**src/rtl/cdp_wdma_pkg.sv**
```systemverilog
// Shared widths, packet field offsets and packet builders for the CDP WDMA request packer.
// A request packet is either a write command or a 512-bit data beat, selected by the tag bit.
package cdp_wdma_pkg;

  localparam int AW  = 64;
  localparam int SZW = 13;
  localparam int DW  = 512;
  localparam int PDW = DW + 2 + 1;

  localparam int PKT_TAG_BIT  = 514;
  localparam int CMD_SIZE_LSB = 64;
  localparam int CMD_ACK_BIT  = 77;
  localparam int MASK_LSB     = 512;

  typedef enum logic {
    IDLE = 1'b0,
    DATA = 1'b1
  } state_e;

  function automatic logic [PDW-1:0] mk_cmd_pd(input logic [AW-1:0]  addr,
                                               input logic [SZW-1:0] size,
                                               input logic           ack);
    logic [PDW-1:0] pd;
    pd                          = '0;
    pd[AW-1:0]                  = addr;
    pd[CMD_SIZE_LSB +: SZW]     = size;
    pd[CMD_ACK_BIT]             = ack;
    pd[PKT_TAG_BIT]             = 1'b0;
    return pd;
  endfunction

  function automatic logic [PDW-1:0] mk_dat_pd(input logic [DW-1:0] data,
                                               input logic [1:0]    mask);
    logic [PDW-1:0] pd;
    pd                  = '0;
    pd[DW-1:0]          = data;
    pd[MASK_LSB +: 2]   = mask;
    pd[PKT_TAG_BIT]     = 1'b1;
    return pd;
  endfunction

endpackage

```
**src/rtl/cdp_wdma_req_packer.sv**
```systemverilog
// Merges a write-command channel and a data-beat channel into one registered DMA
// write-request stream: one command packet, then ceil(atoms/2) data packets.
module cdp_wdma_req_packer
  import cdp_wdma_pkg::*;
(
  input  logic           nvdla_core_clk,
  input  logic           nvdla_core_rst,
  input  logic           cmd_vld,
  output logic           cmd_rdy,
  input  logic [AW-1:0]  cmd_addr,
  input  logic [SZW-1:0] cmd_size,
  input  logic           cmd_require_ack,
  input  logic           dat_vld,
  output logic           dat_rdy,
  input  logic [DW-1:0]  dat_data,
  output logic           dma_wr_req_vld,
  input  logic           dma_wr_req_rdy,
  output logic [PDW-1:0] dma_wr_req_pd,
  output logic           pkt_busy
);

  state_e         state_q;
  logic           vld_q;
  logic [PDW-1:0] pd_q;
  logic [SZW-1:0] beats_q, beats_d;
  logic [1:0]     last_mask_q, last_mask_d;
  logic [1:0]     beat_mask;
  logic           ld;
  logic           cmd_acc;
  logic           dat_acc;
  logic           last_beat;

  // The output slot may be (re)loaded whenever it is empty or being drained this cycle.
  assign ld        = !vld_q | dma_wr_req_rdy;
  assign cmd_rdy   = (state_q == IDLE) & ld;
  assign dat_rdy   = (state_q == DATA) & ld;
  assign cmd_acc   = cmd_vld & cmd_rdy;
  assign dat_acc   = dat_vld & dat_rdy;
  assign last_beat = (beats_q == SZW'(1));
  assign beat_mask = last_beat ? last_mask_q : 2'b11;

  always_comb begin
    beats_d     = beats_q;
    last_mask_d = last_mask_q;
    if (cmd_acc) begin
      beats_d     = (cmd_size >> 1) + SZW'(1);
      last_mask_d = cmd_size[0] ? 2'b11 : 2'b01;
    end else if (dat_acc) begin
      beats_d     = beats_q - SZW'(1);
    end
  end

  always_ff @(posedge nvdla_core_clk or posedge nvdla_core_rst) begin
    if (nvdla_core_rst) begin
      state_q     <= IDLE;
      vld_q       <= 1'b0;
      pd_q        <= '0;
      beats_q     <= '0;
      last_mask_q <= 2'b01;
    end else begin
      beats_q     <= beats_d;
      last_mask_q <= last_mask_d;
      case (state_q)
        IDLE: begin
          if (cmd_acc) begin
            pd_q    <= mk_cmd_pd(cmd_addr, cmd_size, cmd_require_ack);
            vld_q   <= 1'b1;
            state_q <= DATA;
          end else if (ld) begin
            vld_q   <= 1'b0;
          end
        end
        DATA: begin
          if (dat_acc) begin
            pd_q  <= mk_dat_pd(dat_data, beat_mask);
            vld_q <= 1'b1;
            if (last_beat) state_q <= IDLE;
          end else if (ld) begin
            vld_q <= 1'b0;
          end
        end
        default: state_q <= IDLE;
      endcase
    end
  end

  assign dma_wr_req_vld = vld_q;
  assign dma_wr_req_pd  = pd_q;
  assign pkt_busy       = (state_q == DATA) | (vld_q & ~pd_q[PKT_TAG_BIT]);

`ifndef SYNTHESIS
  // Misaligned addresses are passed through untouched; flag them in simulation only.
  a_cmd_addr_aligned: assert property (@(posedge nvdla_core_clk) disable iff (nvdla_core_rst)
    (cmd_vld && cmd_rdy) |-> (cmd_addr[4:0] == 5'd0));
`endif

endmodule

```
**config.mk**
```make
export PLATFORM = sky130hd
export DESIGN_NAME = cdp_wdma_req_packer
export DESIGN_NICKNAME = d
export VERILOG_FILES = /design/src/rtl/cdp_wdma_pkg.sv /design/src/rtl/cdp_wdma_req_packer.sv
export SDC_FILE = /design/constraint.sdc
export NUM_CORES = 1
export LEC_CHECK = 0
export ABC_AREA = 1
export BUFFER_PORTS_ARGS = -buffer_cell sky130_fd_sc_hd__buf_2
export CAP_MARGIN = 10
export CORE_AREA = 3 3 439 441
export CTS_CLUSTER_DIAMETER = 150
export DETAILED_ROUTE_END_ITERATION = 8
export DIE_AREA = 0 0 442 444
export HOLD_SLACK_MARGIN = 0.08
export PLACE_DENSITY = 0.3
export SYNTH_ARGS = -nofsm -noshare
export SYNTH_HDL_FRONTEND = slang
export SYNTH_SLANG_ARGS = --single-unit
```
**constraint.sdc**
```tcl
create_clock -name nvdla_core_clk -period 30.4 [get_ports nvdla_core_clk]
set_input_delay 3.04 -clock nvdla_core_clk [delete_from_list [all_inputs] [get_ports nvdla_core_clk]]
set_output_delay 3.04 -clock nvdla_core_clk [all_outputs]
set_load 0.1 [all_outputs]
```
Word level (Yosys, flattened, before mapping)
Index checks and enable logic that the tools add are counted.

Add/subtract/negate cells: 2. Equal/unequal tests: 3. Muxes and demuxes: 15. Bitwise operators: 9. Reductions and logical operators: 3.

Operators by type and width (count): two-way mux 515 bit (2); one-hot mux 515 bit (2 select lines) (1); two-way mux 13 bit (2); adder 12 x 1 -> 13 bit (second input constant) (1); == test 13 x 1 -> 1 bit (second input constant) (1); subtractor 13 x 1 -> 13 bit (second input constant) (1); two-way mux 1 bit (6); AND 1 bit (5); two-way mux 2 bit (2); one-hot mux 1 bit (2 select lines) (2); != test 2 x 1 -> 1 bit (second input constant) (1); != test 2 bit (second input constant) (1); inverter 1 bit (2); OR 1 bit (2); AND reduction 2 bit (1); nonzero test 2 bit (1); logical NOT 1 bit (1).

Bits in registers: 532. Input port bits: 595. Logic and storage cells: 37.

Depth between registers and ports, before layout
Gate-level depths: netlist of the first run.

Depth in word-level cells: 6. Gate-level depth with buffers: 10.

Least setup slack after synthesis of the first run
No wires, ideal clock.

Kind: input-to-output. Start point: in dma_wr_req_rdy. End point: out cmd_rdy. Arrival time: 4.333 ns. Data required time: 27.360 ns. Path slack: 23.027 ns. Stages on the path: 2. Path buffers: 0. Path through: nor2_4 -> nor2_1.

Cells in the longest elaborated chain, start to end: 2.

Ends and longest elaborated chain: start: declaration (RTL line cdp_wdma_req_packer.sv:17) `input logic dma_wr_req_rdy,`; OR 1 bit (RTL line cdp_wdma_req_packer.sv:34) `assign ld = !vld_q | dma_wr_req_rdy;`; AND 1 bit (RTL line cdp_wdma_req_packer.sv:35) `assign cmd_rdy = (state_q == IDLE) & ld;`; end: declaration (RTL line cdp_wdma_req_packer.sv:9) `output logic cmd_rdy,`.

Every way passes these cells.

Final worst setup path of the first run
Ends and elaborated chain as after synthesis.

==> results.md, run 1 <==
- Core area: 190,000 um2
- Buf/Inv on CP: 2
- WP depth: 4
- Cell mode on critical path: buf_2
- I/O pins: 1,114
- Site Rows: 160
- Seq/Total Area, Yosys: 64.5%
- Top delay family on crit path: buffers and inverters
- Total grt overflow: 0
- WHS Path Cells: 2
- Global-route wire length before repair: 166,000 um
- Outcome: completed
- CTS tree: yes
- Slowest CP cell: buf_2
- # resized after CTS: 0
- Largest cells by area after synthesis: dfrtp_1 65%, a22o_1 14%, nand2_1 8.3%
- Worst-Margin Slew: 1.16 ns
- Non-filler instance count after layout: 5,490
- Setup TNS: 0 ns
- Chip height: 444 um
- CP required: 27.36 ns
- Initial antenna violation count: 37
- Crit Path Max Fanout: 3
- DRC: 0
- Largest area contributor in the netlist: dfrtp_1
- PortBufs: 1,113
- TritonCTS Sinks: 530
- Layout cells sized above 1: 42.5%
- Period utilization: 22.7%
- Max-slew violation count: 0
- Hold WC Path Type: flop to flop
- Share of the synthesized area in the top cell type: 64.5%
- Vias per cell: 3.42
- Final setup viols: 0
- Crit Path Class: input port to primary output
- Final net count: 3,507
- Die X-Extent: 442 um
- Final ANT Viol Nets: 0
- Vias: 18,800
- WL/cell: 22.1 um
- Initial Util: 10.8%
- Max Freq: 145 MHz
- Area grow syn2layout: 51.6%
- CTS Buf Count: 73
- Hold Vio Cnt, Final: 0
- Max_slew headroom: 22.8%
- Worst EP arrival: 3.87 ns
- R2r setup slk: 25.34 ns
- Max Clock Skew: 0.0274 ns
- Time the worst path needs with I/O delays and setup: 6.91 ns
- Synth unique cells: 28
- Routed WL: 121,000 um
- Dpl cells: 5,345
- Critical path, cell by cell: buf_2, nor2_4, nor2_1, buf_2
- Die Area: 196,000 um2
- Mapped Cells: 1,850
- HPWL Detailed: 91,700 um
- Max stage delay on crit path: 0.48 ns
- Maxcap violations: 0
- Tot GR Track Use: 11.9%
- Post-synthesis area per instance: 11.1 um2
- Largest net degree at the start of global routing: 190
- Register bit total from synthesis: 530
- Startpoint Class: input port
- RSZ-0062 raised after global routing: false
- Clk pin slew, worst setup/hold paths: 0.05 ns
- Mapped Nets: 2,448
- Clock Tree Root: clkbuf_16
- Post-CTS Hold Buffers: 0
- Vias in the first global route: 19,500
- First drt pass iteration count: 5
- Post-Syn Area: 20,600 um2
- Setup crit end kind: primary output
- Number of setup buffers added after CTS: 0
- Core Util, Final: 16.4%
- Initial DRC count: 1,163
- FF-to-FF path depth: 6
- Synthesis Warnings: 0
- H-tree levels: 3
- CTS max path bufs: 3
- Routability Congestion: 0.823
- Worst skew pair latency: 0.66 ns
cell families (layout without fill, tap and decap cells):
family	count (synthesis)	in the layout	share of synthesized area (%)
other	0	18	0
XOR/XNOR	3	3	0.128
AND/OR/NAND/NOR	711	711	14.2
adder cells (fa/ha/maj)	3	3	0.183
buffers and inverters	181	1292	4.41
AO/OA/AOI/OAI	422	422	16.6
flip-flops	530	530	64.5
cell usage after synthesis:
master and instances:
inv_1 28, nand3_2 1, nand2_1 453, xnor2_1 1, buf_2 96, nand2_2 2, clkbuf_1 33, nor3_4 1
a21oi_1 2, inv_4 1, nand4_1 8, nor2_1 98, o211ai_1 4, buf_6 7, nand3_1 143, or2_2 1
o21bai_1 1, dfrtp_1 530, nand3b_1 2, nor2_4 1, inv_2 2, o21ai_0 19, ha_1 3, a31oi_1 79
buf_4 14, nor2_2 1, xor2_1 2, a22o_1 317
sequential cells by signal, indices dropped and copies added (netlist names):
| signal | flops |
|---|---|
| state_q | 1 |
| dma_wr_req_pd | 514 |
| beats_q | 13 |
| last_mask_q | 1 |
| dma_wr_req_vld | 1 |
stage by stage:
step                      setup WS [ns]  hold WS [ns]  instance area [um2]
after detailed placement          23.42         0.460                28700
after floorplan                   12.55         0.442                20600
final                             23.49         0.473                31200
after global routing              23.45         0.490                31100
after CTS                         23.45         0.474                31100
after global placement            23.38         0.458                28700
layout make-up:
cell class                      count  area (um2)
Inverter                           31         134
Clock inverter                     19         270
Antenna cell                       18        45.0
Sequential cell                   530       13300
Clock buffer                      108        2150
Multi-Input combinational cell   1139        6400
Fill cell                       21500      158000
Tap cell                         2511        3140
Timing Repair Buffer             1134        5750
final timing paths:
kind / from / to
worst min register to register: dma_wr_req_pd[100] / dma_wr_req_pd[100]
worst min-delay path: dma_wr_req_pd[100] / dma_wr_req_pd[100]
worst max-delay path: dma_wr_req_rdy / cmd_rdy
max in group asynchronous: nvdla_core_rst / dma_wr_req_pd[110]
min in group asynchronous: nvdla_core_rst / dma_wr_req_pd[63]
worst max register to register: state_q / dma_wr_req_pd[297]
worst register-to-register path: cells and delay by family, from the launching register on:
family                 cells  cell delay, ns
buffers and inverters      4            2.95
AO/OA/AOI/OAI              1            0.36
flip-flops                 1            0.89
AND/OR/NAND/NOR            1            0.77
placed cells by master (no fill, tap or decap), types with 27 or more instances in the layout:
master     synthesis  routed
nand2_1          453     453
buf_2             96    1113
nand3_1          143     143
dfrtp_1          530     529
inv_1             28      27
a22o_1           317     317
clkbuf_16          0      73
nor2_1            98      98
a31oi_1           79      79
layer usage:
layer / global-route usage, % / routed length, um / part of all wire, % / vias up
li1: - / - / - / 8641
met1: 14.1 / 49000 / 40 / 9314
met2: 20.0 / 59800 / 49 / 657
met3: 4.42 / 9600 / 7.9 / 158
met4: 3.97 / 3050 / 2.5 / 6
met5: 0 / 34 / 0.028 / -
Power of run 1 is left out: the tool's default activity adds up to more than one toggle a clock period on the data nets, which glitch-free logic cannot reach.
==> run 2: changes to the inputs <==
==> constraint.sdc (replaced) <==
create_clock -name nvdla_core_clk -period 5.7 [get_ports nvdla_core_clk]
set_input_delay 0.57 -clock nvdla_core_clk [delete_from_list [all_inputs] [get_ports nvdla_core_clk]]
set_output_delay 0.57 -clock nvdla_core_clk [all_outputs]
set_load 0.1 [all_outputs]
==> results.md, run 2 (synthesized netlist as in run 1, its figures left out) <==
- Initial antenna violation count: 39 (+5.4%)
- Max Freq: 253 MHz
- RSZ-0062 raised after global routing: false
- FF-to-FF Start: state_q
- Period utilization: 69.4%
- Clock Tree Root: clkbuf_16
- CTS Buf Count: 74 (+1.4%)
- Cell Area, Placed: 28,900 um2 (+0.86%)
- Hold Path End: dma_wr_req_pd[509]
- HPWL Detailed: 92,700 um (+1.0%)
- Final net count: 3,972 (+13%)
- Startpoint Class: flop
- Setup TNS: 0 ns (unchanged)
- Worst-Margin Slew: 1.11 ns (-0.0479 ns)
- Chip height: 444 um (unchanged)
- Worst skew pair latency: 0.68 ns (+0.02 ns)
- CP required: 6.30 ns (-21.06 ns)
- Hold slack: 0.171 ns (-0.302 ns)
- DP Worst Slack: 1.94 ns (-21.48 ns)
- Site Rows: 160 (unchanged)
- Core area: 190,000 um2 (unchanged)
- Hold WC Path Type: input port to flop
- Tot GR Track Use: 12.1% (+0.13 points)
- I/O pins: 1,114 (unchanged)
- Crit Path Max Fanout: 123 (+120)
- Routed WL: 122,000 um (+0.79%)
- Routability Congestion: 0.820 (-0.33%)
- Most common cell after layout, fill and taps aside: buf_2
- H-tree levels: 3 (unchanged)
- Crit Path Class: flop to flop
- First drt pass iteration count: 6 (+1)
- Outcome: completed
- Layout fillers: 21,200 (-1.5%)
- Final worst setup slack: 1.74 ns (-21.75 ns)
- Commonest non-fill, non-tap cells in the layout: 1,113 x buf_2, 529 x dfrtp_1, 453 x nand2_1
- Routing usage on met1: 14.5% (+0.43 points)
- Die X-Extent: 442 um (unchanged)
- TritonCTS Sinks: 530 (unchanged)
- Post-route cell area: 35,800 um2 (+15%)
- Final ANT Viol Nets: 0 (unchanged)
- FF-to-FF path depth: 7 (+1)
- Slowest CP cell: nand2_8
- Setup crit end kind: flop
- Flip-flop count of the largest register after layout: 514 (unchanged)
- Total grt overflow: 0 (unchanged)
- Die Area: 196,000 um2 (unchanged)
- DRC: 0 (unchanged)
- CTS tree: yes
- Vias in the first global route: 21,900 (+12%)
- Max Clock Skew: 0.0339 ns (+0.00647 ns)
- CTS max path bufs: 3 (unchanged)
- Initial DRC count: 1,087 (-6.5%)
- Time the worst path needs with I/O delays and setup: 3.96 ns
- Maxcap violations: 0 (unchanged)
- Vias per cell: 3.47 (+1.4%)
- Reg2Reg Capture Point: dma_wr_req_pd[27]
- Critical path, cell by cell: inv_4, nand3_2, nand2_8, buf_4, nor2_1, a31oi_1, dlygate4sd3_1
- R2r setup slk: 1.74 ns (-23.60 ns)
- Clk pin slew, worst setup/hold paths: 0.06 ns (about the same)
- GR Layer Usage met3: 3.44% (-0.98 points)
- Largest net degree at the start of global routing: 144 (-24%)
- Final setup viols: 0 (unchanged)
- PortBufs: 1,113 (unchanged)
- WHS Path Cells: 2 (unchanged)
- Layout cells sized above 1: 37.1% (-5.3 points)
- Initial Util: 10.8% (unchanged)
- Worst EP arrival: 4.55 ns (+0.68 ns)
- WL/cell: 20.6 um (-7.0%)
- Hold Vio Cnt, Final: 0 (unchanged)
- Global-route wire length before repair: 172,000 um (+3.6%)
- Min-Delay Startpoint: dat_data[509]
- Met2 usage in global routing: 21.2% (+1.2 points)
- Max stage delay on crit path: 0.83 ns (+0.35 ns)
- Max-slew violation count: 0 (unchanged)
- Max_slew headroom: 26.0% (+3.2 points)
- Area grow syn2layout: 74.3%
- Vias: 20,600 (+10%)
- Busiest grt layer: met2
run 2: changes by cell type in the layout (fill, tap and decap cells not counted), sizes merged:
cell	delta
clkinv	+5
dlygate4sd3	+449
buf	+15
clkbuf	-1
inv	+1
clkinvlp	+1
diode	-7
bufinv	-1
run 2: worst max path at each step:
stage	end	from	cells after the start
6_report	dma_wr_req_pd[27]	state_q	7
5_1_grt	dma_wr_req_pd[19]	state_q	6
4_1_cts	dma_wr_req_pd[19]	state_q	6
3_5_place_dp	dma_wr_req_pd[204]	dma_wr_req_rdy	8
3_3_place_gp	dma_wr_req_pd[172]	dma_wr_req_rdy	9
2_1_floorplan	beats_q[0]	nvdla_core_rst	1
run 2: layout make-up:
class                   count  area [um2]  area share [%]
well taps                2511        3140            8.77
clock buffers             107        2130            5.93
clock inverters            25         250           0.698
diodes                     11        27.5          0.0768
inverters                  31         130           0.363
repair buffers           1598       10500            29.3
flip-flops and latches    530       13300            37.0
multi-input cells        1139        6400            17.9
run 2: metal layers:
metal,routed length (um),vias up
met5,34,-
met4,2710,6
met3,7530,173
met2,62000,737
met1,50200,10200
li1,-,9572
run 2: critical path, delay by kind of cell (launching register included):
family,cells,cell delay (ns)
compound gates,1,0.18
buf+inv,3,1.45
flops,1,0.64
simple gates,3,1.43
run 2: what timing repair did:
action,CTS,global route
buffers inserted,0,0
hold buffers,449,0
endpoints found under the hold margin,439,0
gates resized for setup,0,0
run 2: through the flow:
stage          instances  utilization (%)
3_5_place_dp        5360             15.3
3_3_place_gp        5360             15.3
4_1_cts             5941             18.9
6_report            5952             18.9
5_1_grt             5947             18.9
2_1_floorplan       1850                -
Power of run 2 is left out for the same reason.
